===== src/rtl/controle_busca.sv =====
// ---------------------------------------------------------------------------
// controle_busca: instruction-fetch controller.
//
// Owns the program counter, addresses the combinational instruction memory
// (memoria_instrucoes) and captures each fetched word, together with the
// address it came from, into a small circular prefetch FIFO. The FIFO head
// is offered to the decoder over a valid/ready handshake. A branch redirect
// flushes the FIFO and reloads the PC; a halt request stops new fetches
// while the FIFO keeps draining.
//
// Parameters:
//   PROF_FILA   prefetch FIFO depth in entries (2, 4 or 8)
//   PC_INICIAL  PC value loaded on reset
//
// Ports:
//   clock          in   system clock, rising edge
//   reset_n        in   asynchronous active-low reset
//   mem_endereco   out  [7:0] instruction memory address (the PC register)
//   mem_instrucao  in   [7:0] instruction word, combinational from mem_endereco
//   desvio_valido  in   redirect request
//   desvio_alvo    in   [7:0] redirect target address
//   parar          in   halt: no new fetches while high
//   instr_valida   out  FIFO head is valid
//   instr          out  [7:0] FIFO head instruction
//   instr_pc       out  [7:0] address the FIFO head was fetched from
//   instr_pronto   in   decoder accepts the head
//   ocupacao       out  [3:0] number of FIFO entries, 0..PROF_FILA
//   num_buscas     out  [15:0] saturating fetch count (only with the
//                       CONTADOR_BUSCAS_EN macro defined)
//
// Optional feature macro: CONTADOR_BUSCAS_EN
// ---------------------------------------------------------------------------
module controle_busca #(
    parameter int unsigned PROF_FILA  = 2,
    parameter logic [7:0]  PC_INICIAL = 8'd0
) (
    input  logic        clock,
    input  logic        reset_n,
    output logic [7:0]  mem_endereco,
    input  logic [7:0]  mem_instrucao,
    input  logic        desvio_valido,
    input  logic [7:0]  desvio_alvo,
    input  logic        parar,
    output logic        instr_valida,
    output logic [7:0]  instr,
    output logic [7:0]  instr_pc,
    input  logic        instr_pronto,
    output logic [3:0]  ocupacao
`ifdef CONTADOR_BUSCAS_EN
    ,
    output logic [15:0] num_buscas
`endif
);

    localparam int unsigned PtrW     = $clog2(PROF_FILA);
    localparam logic [3:0]  ProfFila = 4'(PROF_FILA);

    // Program counter
    logic [7:0] pc_q, pc_d;

    // Circular buffer state
    logic [PtrW-1:0] rd_ptr_q, rd_ptr_d;
    logic [PtrW-1:0] wr_ptr_q, wr_ptr_d;
    logic [3:0]      cont_q, cont_d;

    // FIFO storage: instruction word and the address it was fetched from
    logic [7:0] fila_instr_q [PROF_FILA];
    logic [7:0] fila_instr_d [PROF_FILA];
    logic [7:0] fila_pc_q    [PROF_FILA];
    logic [7:0] fila_pc_d    [PROF_FILA];

    logic pop;
    logic push;

    // -----------------------------------------------------------------------
    // Handshake decode
    // -----------------------------------------------------------------------
    always_comb begin
        instr_valida = (cont_q != 4'd0);
        pop          = instr_valida && instr_pronto;
        // A full FIFO still accepts a fetch when the head leaves this cycle.
        push         = !parar && !desvio_valido && ((cont_q < ProfFila) || pop);
    end

    // -----------------------------------------------------------------------
    // Next-state logic
    // -----------------------------------------------------------------------
    always_comb begin
        pc_d         = pc_q;
        rd_ptr_d     = rd_ptr_q;
        wr_ptr_d     = wr_ptr_q;
        cont_d       = cont_q;
        fila_instr_d = fila_instr_q;
        fila_pc_d    = fila_pc_q;

        if (desvio_valido) begin
            // Redirect wins over push and pop: any same-cycle pop is simply
            // absorbed by the flush. Storage contents are left as they are.
            pc_d     = desvio_alvo;
            rd_ptr_d = '0;
            wr_ptr_d = '0;
            cont_d   = 4'd0;
        end else begin
            if (push) begin
                fila_instr_d[wr_ptr_q] = mem_instrucao;
                fila_pc_d[wr_ptr_q]    = pc_q;
                // Depth is a power of two, so natural overflow wraps the pointer.
                wr_ptr_d               = wr_ptr_q + PtrW'(1);
                pc_d                   = pc_q + 8'd1;
            end
            if (pop) begin
                rd_ptr_d = rd_ptr_q + PtrW'(1);
            end
            unique case ({push, pop})
                2'b10:   cont_d = cont_q + 4'd1;
                2'b01:   cont_d = cont_q - 4'd1;
                default: cont_d = cont_q;
            endcase
        end
    end

    // -----------------------------------------------------------------------
    // State registers
    // -----------------------------------------------------------------------
    always_ff @(posedge clock or negedge reset_n) begin
        if (!reset_n) begin
            pc_q     <= PC_INICIAL;
            rd_ptr_q <= '0;
            wr_ptr_q <= '0;
            cont_q   <= 4'd0;
            // Storage is cleared so the head fields read zero out of reset.
            for (int i = 0; i < int'(PROF_FILA); i++) begin
                fila_instr_q[i] <= 8'd0;
                fila_pc_q[i]    <= 8'd0;
            end
        end else begin
            pc_q         <= pc_d;
            rd_ptr_q     <= rd_ptr_d;
            wr_ptr_q     <= wr_ptr_d;
            cont_q       <= cont_d;
            fila_instr_q <= fila_instr_d;
            fila_pc_q    <= fila_pc_d;
        end
    end

    // -----------------------------------------------------------------------
    // Outputs: head fields come straight from the storage registers. When
    // the FIFO is empty they show whatever the read slot last held.
    // -----------------------------------------------------------------------
    always_comb begin
        mem_endereco = pc_q;
        instr        = fila_instr_q[rd_ptr_q];
        instr_pc     = fila_pc_q[rd_ptr_q];
        ocupacao     = cont_q;
    end

`ifdef CONTADOR_BUSCAS_EN
    // Saturating count of pushes; a redirect does not clear it.
    logic [15:0] num_buscas_q, num_buscas_d;

    always_comb begin
        num_buscas_d = num_buscas_q;
        if (push && (num_buscas_q != 16'hFFFF)) begin
            num_buscas_d = num_buscas_q + 16'd1;
        end
    end

    always_ff @(posedge clock or negedge reset_n) begin
        if (!reset_n) begin
            num_buscas_q <= 16'd0;
        end else begin
            num_buscas_q <= num_buscas_d;
        end
    end

    assign num_buscas = num_buscas_q;
`endif

endmodule


===== config.mk =====
export PLATFORM = sky130hd
export DESIGN_NAME = controle_busca
export DESIGN_NICKNAME = d
export VERILOG_FILES = /design/src/rtl/controle_busca.sv
export SDC_FILE = /design/constraint.sdc
export NUM_CORES = 1
export LEC_CHECK = 0
export BUFFER_PORTS_ARGS = -buffer_cell sky130_fd_sc_hd__clkbuf_2
export CAP_MARGIN = 20
export CORE_MARGIN = 5
export CORE_UTILIZATION = 40
export CTS_BUF_LIST = sky130_fd_sc_hd__clkbuf_4 sky130_fd_sc_hd__clkbuf_8
export DETAILED_ROUTE_END_ITERATION = 8
export SETUP_SLACK_MARGIN = 0.02
export SYNTH_ARGS = -nofsm -noshare
export SYNTH_HDL_FRONTEND = slang
export SYNTH_SLANG_ARGS = --single-unit

===== constraint.sdc =====
create_clock -name clock -period 2.7 [get_ports clock]
set_input_delay 0.135 -clock clock [delete_from_list [all_inputs] [get_ports clock]]
set_output_delay 0.135 -clock clock [all_outputs]
set_load 0.01 [all_outputs]

## Yosys cells after proc, flatten, opt, wreduce, memory -nomap -nowiden

Cells that the tools add are included.
Widths: inputs -> output; s select.

| cells by class | value |
|---|---|
| $add $sub $neg | 5 |
| magnitude comparators | 4 |
| eq/ne operators | 2 |
| multiplexer cells | 18 |
| bitwise gates (word level) | 3 |
| reductions and logical operators | 12 |

Operator list:

| kind | number |
|---|---|
| $mux 8 | 9 |
| $bwmux 16 | 2 |
| $add 8x1->8 const B | 1 |
| $demux 8 s1 | 1 |
| $pmux 4 s2 | 1 |
| $add 4x1->4 const B | 1 |
| $ge 2x2->1 const B | 2 |
| $logic_and 1x1->1 | 4 |
| $lt 4x2->1 const B | 1 |
| $mux 1 | 4 |
| $mux 4 | 1 |
| $not 1->2 | 2 |
| $reduce_bool 2->1 | 2 |
| $reduce_bool 4->1 | 1 |
| $sub 4x1->4 const B | 1 |
| $reduce_bool 3->1 | 1 |
| $add 1x1->1 const B | 2 |
| $eq 2x1->1 const B | 1 |
| $eq 2x2->1 const B | 1 |
| $logic_not 1->1 | 2 |
| $lt 2x1->1 const B | 1 |
| $reduce_and 2->1 | 1 |
| $logic_or 1x1->1 | 1 |
| $not 1->1 | 1 |

| storage, ports and cells | value |
|---|---|
| register bits after elaboration | 46 |
| input port bits | 21 |
| output and inout bits | 29 |
| word-level logic and storage cells | 52 |

## Longest topological paths before layout

Gate-level depths: netlist (run 1).

| logic depth | value |
|---|---|
| depth in word-level cells | 7 |
| gate-level depth with buffers | 8 |

## Worst setup path before layout (run 1)

OpenSTA, ideal clock, no wires.

| timing | value |
|---|---|
| path kind | register to register |
| start | register cont_q[1], in the netlist ocupacao[1] |
| end | register cont_q[3], in the netlist ocupacao[3] |
| arrival | 2032 ps |
| slack | 543 ps |
| stages on the path, launching flop included | 9 |
| buffers on the path | 1 |
| period minus slack after synthesis | 2157 ps |
| cell sequence | dfrtp_1 > buf_6 > nor4_1 > nor2_1 > ha_1 > and3_1 > o22ai_1 > a21oi_2 > mux2_4 |

| on the way | value |
|---|---|
| word-level cells in the longest chain between the ends | 7 |
| elaborated cells on any way between the ends | 12 |
| classes of those cells | add/sub: 2; order compare: 1; eq/ne: 2; mux: 2; reduce/logical: 5 |

RTL lines:

| element | RTL line | RTL |
|---|---|---|
| start: declaration | 64 | `logic [3:0] cont_q, cont_d;` |
| start signal: assignment | 140 | `cont_q <= cont_d;` |
| parallel branches: the longest is 7 deep, another holds $lt 4x2->1 | n/a |  |

Several ways; the timed one is not identified.
A chain may end at the register's enable or synchronous reset.

## Final worst setup path (run 1)

Ends and elaborated chain as after synthesis.

==> flow_summary.json, run 1 <==
{
  "post_synth_num_cell_types": 40,
  "critical-path-top-delay-family": "simple AND/OR/NAND/NOR gates",
  "start_kind": "flip-flop",
  "chipHeight_microns": 86.1,
  "timing.fmax_mhz": 437,
  "rsz0062_at_grt": "no",
  "critical_path_cell_count": 7,
  "antenna_found_initial": 0,
  "endpoint_kind": "flip-flop",
  "critPathRequiredTime_ps": 2880,
  "synth_ff_type": "dfrtp_1",
  "area_share_of_the_largest_cell_type_after_synthesis_pct": 49.8,
  "fp-row-count": 27,
  "synth_top_family_by_area": "multiplexers",
  "period_minus_slack_ps": 2290,
  "power.internal_mw": 1.97,
  "pwr-share-clk_pct": 17.4,
  "status": "finished clean",
  "drtPass1Iterations": 4,
  "post_cts_resized": 0,
  "worst-slew-pin-transition_ps": 922,
  "dieArea_sq_um": 7400,
  "critPathMaxFanout": 10,
  "post_synth_instance_area_sq_um": 2310,
  "placedCellCount": 292,
  "place.gp.congestion": 0.805,
  "globalRouteOverflowTotal": 0,
  "fin_setup_tns_ps": 0,
  "postCtsSetupBuffers": 0,
  "synth_cells": 178,
  "detail_route.vias_per_cell": 5.26,
  "switchingPower_mw": 0.977,
  "first_pass_grt_wire_length_mm": 7.65,
  "detail_route.wl_per_cell_microns": 15.7,
  "timing.critical_path.slowest_cell_delay_ps": 500,
  "cp_cell_sequence": "nor4_1 -> nor2_1 -> ha_1 -> and3_1 -> o22ai_1 -> a21oi_2 -> mux2_4",
  "pwr-share-comb_pct": 41.2,
  "synth_area_leaders": "dfrtp_1 (50%), mux2_2 (14%), mux2_4 (7.1%)",
  "drv.max_cap_violation_count": 0,
  "critical_register_to_register_path_startpoint": "ocupacao[1]$_DFFE_PN0P_",
  "hp-class": "in2reg",
  "wirelength_mm": 4.71,
  "worst_ir_drop_vdd_uv": 391,
  "design.core.area_sq_um": 5570,
  "period_share_pct": 84.8,
  "cts_tree": "yes",
  "vias_in_the_first_global_route": 1587,
  "arrival_ps": 2470,
  "cts.sink_count": 46,
  "nNetsFinal": 252,
  "layout-area-overhead-vs-synth_pct": 17.7,
  "cellLeakagePower_nw": 1.27,
  "clk_latency_ps": 290,
  "r2r_slack_ps": 410,
  "holdBufCountCts": 1,
  "design.portCount": 50,
  "drc": 0,
  "cts_inserted_buffers": 5,
  "synth_area_leader_cell": "dfrtp_1",
  "power_per_cell_area_nw_per_um2": 1080,
  "antenna-diode-count": 0,
  "adder_cell_area_share_of_the_yosys_netlist_pct": 1.62,
  "buffering_stage_count_on_the_worst_path_with_inverters_included": 0,
  "globalRouteTotalUtil_pct": 13.0,
  "htree_levels": 2,
  "share_seq_of_total_power_pct": 41.4,
  "drtIter0Drc": 57,
  "setup.worst_path.end": "ocupacao[3]$_DFFE_PN0P_",
  "chip_width_microns": 86.1,
  "synth_edf_count": 0,
  "yosysWarningCount": 0,
  "fraction_of_the_mapped_netlist_area_in_compound_gates_pct": 9.19,
  "floorplan.initialDensity_pct": 41.5,
  "synth.avg_cell_area_sq_um": 13.0,
  "route.vias.total": 1579,
  "synth_simple_gate_area_share_pct": 6.87,
  "hold_viol": 0,
  "post_synth_mux_area_share_pct": 27.0,
  "synth_xor_area_share_pct": 1.51,
  "slew_violations": 0,
  "slew_headroom_pct": 38.5,
  "clkTransAtPathRegs_ps": 80,
  "antenna_violating_nets_post_route": 0,
  "syn-num-nets": 202,
  "worst_path_max_delay_cell": "dfrtp_1",
  "finalNonFillerCells": 300,
  "synthArstFlopShare_pct": 100,
  "setup.worst_path.start": "ocupacao[1]$_DFFE_PN0P_",
  "grt_max_degree": 36,
  "timing_worst_setup_path_type": "reg2reg",
  "clock-root-buffer": "clkbuf_8",
  "switching_share_pct": 33.2,
  "hold_depth": 3,
  "finalClockSkew_ps": 4.36,
  "setup_violations": 0,
  "reg2reg_to": "ocupacao[3]$_DFFE_PN0P_",
  "dpl.hpwl_mm": 3.32,
  "final_layout_size_suffix_gt1_share_pct": 46.9,
  "clockBufferDepth": 2,
  "fillerInstances": 533,
  "synth.yosys.seq_area_share_pct": 49.8,
  "placement.io_buffers": 49,
  "synth-seq-cells": 46,
  "worst_r2r_path_depth": 7
}
-- layout make-up --
| type | instances | area [sq um] | share of cell area, % |
|---|---|---|---|
| Clock buffer | 6 | 82.6 | 3.03 |
| Tap cell | 72 | 90.1 | 3.31 |
| Inverter | 4 | 15.0 | 0.551 |
| Timing Repair Buffer | 54 | 285 | 10.5 |
| Multi-Input combinational cell | 117 | 1070 | 39.3 |
| Sequential cell | 46 | 1150 | 42.3 |
| Clock inverter | 1 | 30.0 | 1.10 |
-- cells in the mapped netlist, drive strengths merged (2+ instances only) --
cell,number
a21oi,2
o311ai,12
nand2,12
nor2,8
o21ai,4
mux2,49
or2,3
inv,3
o22ai,2
dfrtp,46
xor2,2
nand3,3
ha,3
clkbuf,4
mux2i,2
buf,7
xnor2,2
-- layer usage --
layer	vias up	global-route usage (%)	wire length, microns
met5	-	0	0
met4	0	5.76	91
met3	9	2.40	217
met2	37	20.2	2190
met1	782	17.5	2220
li1	751	-	-
-- placed cells by master (no fill, tap or decap), types with 2 or more instances in the layout --
cell type  count
mux2_1         9
xor2_1         2
buf_4          4
mux2_2        29
dfrtp_1       46
nand3_1        3
or2_2          2
inv_1          3
ha_1           3
nand2_1       12
o21ai_0        3
clkbuf_2      49
clkbuf_8       6
o22ai_1        2
mux2_4        11
xnor2_1        2
nor2_1         8
o311ai_0      12
-- flip-flops by register name (all words and copies together), names as in the netlist --
name,cells
fila_pc_q,16
ocupacao,4
rd_ptr_q,1
wr_ptr_q,1
mem_endereco,8
fila_instr_q,16
-- logic make-up after synthesis --
kind of cell	after synthesis
muxes	51
buffers and inverters	15
xor gates and xnor gates	4
DFF	46
and+or+nand+nor	33
adders and majority gates	3
AOI/OAI and AO/OA	26
-- stage by stage --
stage          utilization (%)  setup WS (ps)  hold WS [ps]  total power, mW  area (sq um)
2_1_floorplan                -            543          -161             2.08          2310
3_3_place_gp              46.7            508           307             2.45          2600
3_5_place_dp              46.7            420           303             2.47          2600
4_1_cts                   48.9            412          74.5             2.99          2720
5_1_grt                   48.9            255          66.7             3.15          2720
6_report                  48.9            411          70.7             2.95          2720
-- worst min path at each step --
stage	from	slack [ps]	end
after CTS	mem_instrucao[7]	70	fila_instr_q[15]$_DFFE_PN0P_
final	desvio_alvo[4]	70	mem_endereco[4]$_DFFE_PN0P_
after global placement	reset_n	310	fila_pc_q[3]$_DFFE_PN0P_
after global routing	mem_instrucao[7]	70	fila_instr_q[15]$_DFFE_PN0P_
after detailed placement	reset_n	300	fila_pc_q[3]$_DFFE_PN0P_
after floorplan	reset_n	-160	fila_instr_q[0]$_DFFE_PN0P_
-- worst register-to-register path: stages (launching register included) --
cell and delay [ps]:
dfrtp_1 500, nor4_1 450, nor2_1 150, ha_1 350, and3_1 160, o22ai_1 90, a21oi_2 180, mux2_4 300
-- power by group through the flow --
stage	Sequential [mW]	Clock, mW	Combinational (mW)
2_1_floorplan	1.14	0	0.942
3_3_place_gp	1.23	0	1.22
3_5_place_dp	1.24	0	1.23
4_1_cts	1.22	0.531	1.24
5_1_grt	1.26	0.561	1.33
6_report	1.22	0.512	1.21
Note: power is estimated with default switching activity, not from simulation.
==> inputs of run 2 (changes only) <==
Clock period 2.7 ns to 1.8 ns, I/O delays scaled along.
==> run 2 against run 1 <==
Compared with the run above: the run now ends with negative setup slack left; design area rose by 5.1%; fmax up 19%; sequential share of layout area is 2.0 points lower; clock power up 14%; worst hold slack lost 41 ps.
==> flow_summary.json, run 2 (synthesis gave the netlist of run 1 again) <==
{
  "rsz0062_at_grt": "yes",
  "hold_viol": 0,
  "first_pass_grt_wire_length_mm": 8.25,
  "floorplan.initialDensity_pct": 41.5,
  "detail_route.vias_per_cell": 5.05,
  "timing.hold.worst.start": "desvio_alvo[4]",
  "drc": 0,
  "clk_latency_ps": 290,
  "fin_hold_ws_ps": 30.0,
  "wirelength_mm": 4.65,
  "design.core.area_sq_um": 5570,
  "status": "finished, violations left",
  "mostFrequentLayoutCell": "clkbuf_2",
  "start_kind": "flip-flop",
  "post-route-worst-setup-slack_ps": -128,
  "antenna_found_initial": 0,
  "timing.fmax_mhz": 519,
  "setup_violations": 1,
  "chip_width_microns": 86.1,
  "chipHeight_microns": 86.1,
  "grt_max_degree": 47,
  "placement.io_buffers": 49,
  "route.vias.total": 1607,
  "endpoint_kind": "flip-flop",
  "cts.sink_count": 46,
  "vias_in_the_first_global_route": 1662,
  "leading_cell_types_in_the_layout_fill_and_taps_excluded": "clkbuf_2 (49), dfrtp_1 (45), mux2_2 (29), buf_4 (21), nand2_1 (12)",
  "worst_r2r_path_depth": 7,
  "dieArea_sq_um": 7400,
  "dpl.hpwl_mm": 3.44,
  "hp-class": "in2reg",
  "critPathRequiredTime_ps": 1980,
  "clock-root-buffer": "clkbuf_8",
  "clockBufferDepth": 2,
  "detail_route.wl_per_cell_microns": 14.6,
  "fillerInstances": 520,
  "violated_checks": "negative setup slack",
  "fp-row-count": 27,
  "postCtsSetupBuffers": 0,
  "drtIter0Drc": 55,
  "worst-slew-pin-transition_ps": 557,
  "antenna-diode-count": 0,
  "htree_levels": 2,
  "drtPass1Iterations": 4,
  "nNetsFinal": 270,
  "setup.worst_path.start": "ocupacao[1]$_DFFE_PN0P_",
  "cts_tree": "yes",
  "design.portCount": 50,
  "power_per_cell_area_nw_per_um2": 1570,
  "globalRouteTotalUtil_pct": 14.0,
  "totalPowerFinal_mw": 4.50,
  "clkTransAtPathRegs_ps": 80,
  "hold_depth": 3,
  "arrival_ps": 2110,
  "critical_register_to_register_path_startpoint": "ocupacao[1]$_DFFE_PN0P_",
  "globalRouteOverflowTotal": 0,
  "place.gp.congestion": 0.770,
  "timing_worst_setup_path_type": "reg2reg",
  "period_minus_slack_ps": 1930,
  "drv.max_cap_violation_count": 0,
  "worst_ir_drop_vdd_uv": 604,
  "layout-area-overhead-vs-synth_pct": 23.8,
  "slew_headroom_pct": 62.9,
  "slew_violations": 0,
  "finalClockSkew_ps": 7.24,
  "cellLeakagePower_nw": 1.35,
  "cts_inserted_buffers": 5,
  "period_share_pct": 107,
  "antenna_violating_nets_post_route": 0,
  "final_layout_size_suffix_gt1_share_pct": 53.7,
  "critPathMaxFanout": 3
}
## run 2: cell types whose count changed in the layout (fill, tap and decap cells not counted), sizes merged
| cell | delta |
|---|---|
| clkinv | +2 |
| buf | +18 |
| bufinv | -1 |
| clkbuf | -1 |
## run 2: where the power goes
part           switching [mW]  total (mW)  internal, mW  leakage, nW
logic                   0.967        2.21          1.24        0.749
registers               0.238        1.71          1.47        0.560
clock network           0.325       0.586         0.261       0.0438
total                    1.53        4.50          2.97         1.35
## run 2: repair_timing
| item | in CTS | in global routing |
|---|---|---|
| setup endpoints to repair | 2 | 36 |
| hold buffers | 1 | 0 |
| gates resized for setup | 4 | 6 |
| endpoints found under the hold margin | 46 | 0 |
| pin swaps | 7 | 4 |
## run 2: final timing paths
| kind | endpoint | slack (ps) |
|---|---|---|
| max | ocupacao[3]$_DFFE_PN0P_ | -130 |
| min in group asynchronous | fila_instr_q[15]$_DFFE_PN0P_ | 410 |
| min reg2reg | fila_pc_q[8]$_DFFE_PN0P_ | 490 |
| max reg2reg | ocupacao[3]$_DFFE_PN0P_ | -130 |
| min | mem_endereco[4]$_DFFE_PN0P_ | 30 |
| max in group asynchronous | mem_endereco[2]$_DFFE_PN0P_ | 990 |
## run 2: area by class of cell
type,count,area [sq um],area share (%)
multi-input combinational,117,1100,38.5
inverter,4,15.0,0.524
clock inverter,2,10.0,0.349
sequential,46,1150,40.2
timing repair buffer,72,424,14.8
clock buffer,5,68.8,2.40
tap,72,90.1,3.15
## run 2: stage by stage
step	setup WS [ps]	instance area [sq um]	setup TNS, ps	util [%]	instances
5_1_grt	-216	2860	-341	51.4	318
4_1_cts	-145	2850	-156	51.2	318
3_3_place_gp	-112	2750	-116	49.4	310
2_1_floorplan	-265	2330	-265	-	178
3_5_place_dp	-141	2750	-152	49.4	310
6_report	-128	2860	-128	51.4	318
## run 2: layer usage
layer	vias up	global-route usage, %	wire length [microns]
met5	-	0	0
met4	0	4.32	61
met3	6	3.07	205
met2	28	21.3	2120
met1	783	19.9	2270
li1	790	-	-
## run 2: worst max-delay path, stage by stage, from the launching register on
cell and delay, ps:
dfrtp_1 410, nor4_4 330, nor2_2 70, ha_1 310
and3_1 160, o22ai_2 70, a21oi_2 160, mux2_4 300
==> inputs of run 3 (changes only) <==
Settings changed: MAX_ROUTING_LAYER from default to met4, REMOVE_ABC_BUFFERS from default to 1.
Clock period 1.8 ns to 2.1 ns, I/O delays scaled along.
==> run 3 against run 2 <==
Compared with the run above: the flow now finishes without violations; critical endpoint unchanged; worst setup slack better by 260 ps; fmax down 1.9%; first-iteration DRC count down 3.6%; via count down 0.25%; utilization down 0.72 points; largest power group unchanged; non-clock buffer count down 7; highest routed layer unchanged; die area unchanged.
==> flow_summary.json, run 3 (synthesis gave the netlist of run 1 again) <==
{
  "status": "finished clean",
  "detail_route.vias_per_cell": 5.15,
  "dr_wl_met2_mm": 2.23,
  "floorplan.initialDensity_pct": 41.5,
  "metal3_wl_microns": 254,
  "cts_inserted_buffers": 5,
  "worst_r2r_path_depth": 7,
  "totalPowerFinal_mw": 3.95,
  "power_per_cell_area_nw_per_um2": 1400,
  "fp-row-count": 27,
  "place.gp.congestion": 0.800,
  "drtIter0Drc": 53,
  "first_pass_grt_wire_length_mm": 8.19,
  "r2r_slack_ps": 130,
  "endpoint_kind": "flip-flop",
  "chipHeight_microns": 86.1,
  "drtPass1Iterations": 5,
  "design.core.area_sq_um": 5570,
  "globalRouteTotalUtil_pct": 14.3,
  "timing.hold.worst.start": "desvio_alvo[6]",
  "timing_worst_setup_path_type": "reg2reg",
  "dpl.hpwl_mm": 3.48,
  "clockBufferDepth": 2,
  "critPathRequiredTime_ps": 2270,
  "pwr-share-comb_pct": 45.9,
  "worst_path_max_delay_cell": "dfrtp_1",
  "drv.max_cap_violation_count": 0,
  "layout-area-overhead-vs-synth_pct": 22.1,
  "share_seq_of_total_power_pct": 37.2,
  "switching_share_pct": 33.1,
  "reg2reg_to": "ocupacao[3]$_DFFE_PN0P_",
  "pwr-share-clk_pct": 16.9,
  "cts_tree": "yes",
  "whs_endpoint": "mem_endereco[6]$_DFFE_PN0P_",
  "chip_width_microns": 86.1,
  "wirelength_mm": 4.79,
  "final_layout_size_suffix_gt1_share_pct": 50.2,
  "htree_levels": 2,
  "setup_violations": 0,
  "design.portCount": 50,
  "clk_latency_ps": 300,
  "hold_viol": 0,
  "post-place-ws_ps": 22.2,
  "detail_route.wl_per_cell_microns": 15.4,
  "grt_max_degree": 30,
  "worst_ir_drop_vdd_uv": 544,
  "slew_violations": 0,
  "arrival_ps": 2140,
  "hold_depth": 3,
  "switchingPower_mw": 1.31,
  "post-route-worst-setup-slack_ps": 134,
  "antenna_violating_nets_post_route": 0,
  "cellLeakagePower_nw": 1.33,
  "finalClockSkew_ps": 13.0,
  "route.vias.total": 1603,
  "mostFrequentLayoutCell": "clkbuf_2",
  "cts.sink_count": 46,
  "route.top_layer_used": "met4",
  "period_share_pct": 93.6,
  "setup.worst_path.start": "ocupacao[0]$_DFFE_PN0P_",
  "hp-class": "in2reg",
  "critical_register_to_register_path_startpoint": "ocupacao[0]$_DFFE_PN0P_",
  "placement.io_buffers": 49,
  "clock-root-buffer": "clkbuf_8",
  "wl_met1_mm": 2.26,
  "power.internal_mw": 2.64,
  "timing.fmax_mhz": 509,
  "dieArea_sq_um": 7400,
  "worst-slew-pin-transition_ps": 455,
  "cp_cell_sequence": "nor4_4 -> nor2_2 -> ha_1 -> and3_1 -> o22ai_1 -> a21oi_2 -> mux2_4",
  "nNetsFinal": 263,
  "antenna-diode-count": 0,
  "leading_cell_types_in_the_layout_fill_and_taps_excluded": "clkbuf_2 (49), dfrtp_1 (46), mux2_2 (29), buf_4 (15)",
  "antenna_found_initial": 0,
  "timing.critical_path.slowest_cell_delay_ps": 410,
  "buffering_stage_count_on_the_worst_path_with_inverters_included": 0,
  "period_minus_slack_ps": 1970,
  "finalNonFillerCells": 311,
  "rsz0062_at_grt": "yes",
  "start_kind": "flip-flop",
  "critPathMaxFanout": 3,
  "placedCellCount": 301,
  "drc": 0,
  "clkTransAtPathRegs_ps": 80,
  "slew_headroom_pct": 69.6,
  "vias_in_the_first_global_route": 1626,
  "critical-path-top-delay-family": "simple AND/OR/NAND/NOR gates",
  "globalRouteOverflowTotal": 0
}
run 3: changes by cell type in the layout (fill, tap and decap cells not counted), sizes merged:
cell    before  now
buf         22   15
bufinv       0    1
clkinv       3    1
clkbuf      54   55
run 3: what timing repair did:
item / 4_1_cts / 5_1_grt
pin swaps: 0 / 5
endpoints found under the hold margin: 17 / 0
setup endpoints to repair: 1 / 1
setup buffers: 0 / 2
hold buffers: 1 / 0
resized for setup: 1 / 3
run 3: cell type report:
class	count	area, sq um
timing repair buffer	65	368
sequential	46	1150
clock buffer	6	82.6
clock inverter	1	30.0
fill	525	2750
tap	72	90.1
inverter	4	15.0
multi-input combinational	117	1090
run 3: worst max-delay path by stage:
stage	end	slack (ps)	depth (start not counted)
after floorplan	ocupacao[3]$_DFFE_PN0P_	-40	7
after global placement	ocupacao[3]$_DFFE_PN0P_	90	7
after detailed placement	ocupacao[3]$_DFFE_PN0P_	20	7
after CTS	ocupacao[3]$_DFFE_PN0P_	70	7
after global routing	ocupacao[3]$_DFFE_PN0P_	5	7
final	ocupacao[3]$_DFFE_PN0P_	130	7
run 3: layer usage:
metal / vias up / track usage (%)
met3: 5 / 3.65
met1: 781 / 19.3
met4: 0 / 3.45
met2: 44 / 21.7
li1: 773 / -
met5: - / -
run 3: tightest hold or removal path: stages:
cell	delay [ps]
clkbuf_2	70
nand2_1	50
o311ai_0	70
run 3: power groups by stage:
stage	registers, mW	clock network [mW]	logic, mW
3_3_place_gp	1.47	0	1.77
3_5_place_dp	1.48	0	1.79
6_report	1.47	0.667	1.82
2_1_floorplan	1.51	0	1.10
4_1_cts	1.47	0.679	1.80
5_1_grt	1.53	0.721	2.00
run 3: through the flow:
stage / hold slack, ps / util (%) / setup TNS (ps) / instance area (sq um)
finish: 43.2 / 50.7 / 0 / 2820
global route: 51.5 / 50.7 / 0 / 2820
CTS: 38.3 / 50.2 / 0 / 2800
detailed placement: 72.8 / 47.9 / 0 / 2670
global placement: 64.6 / 47.9 / 0 / 2670
floorplan: -191 / - / -189 / 2240
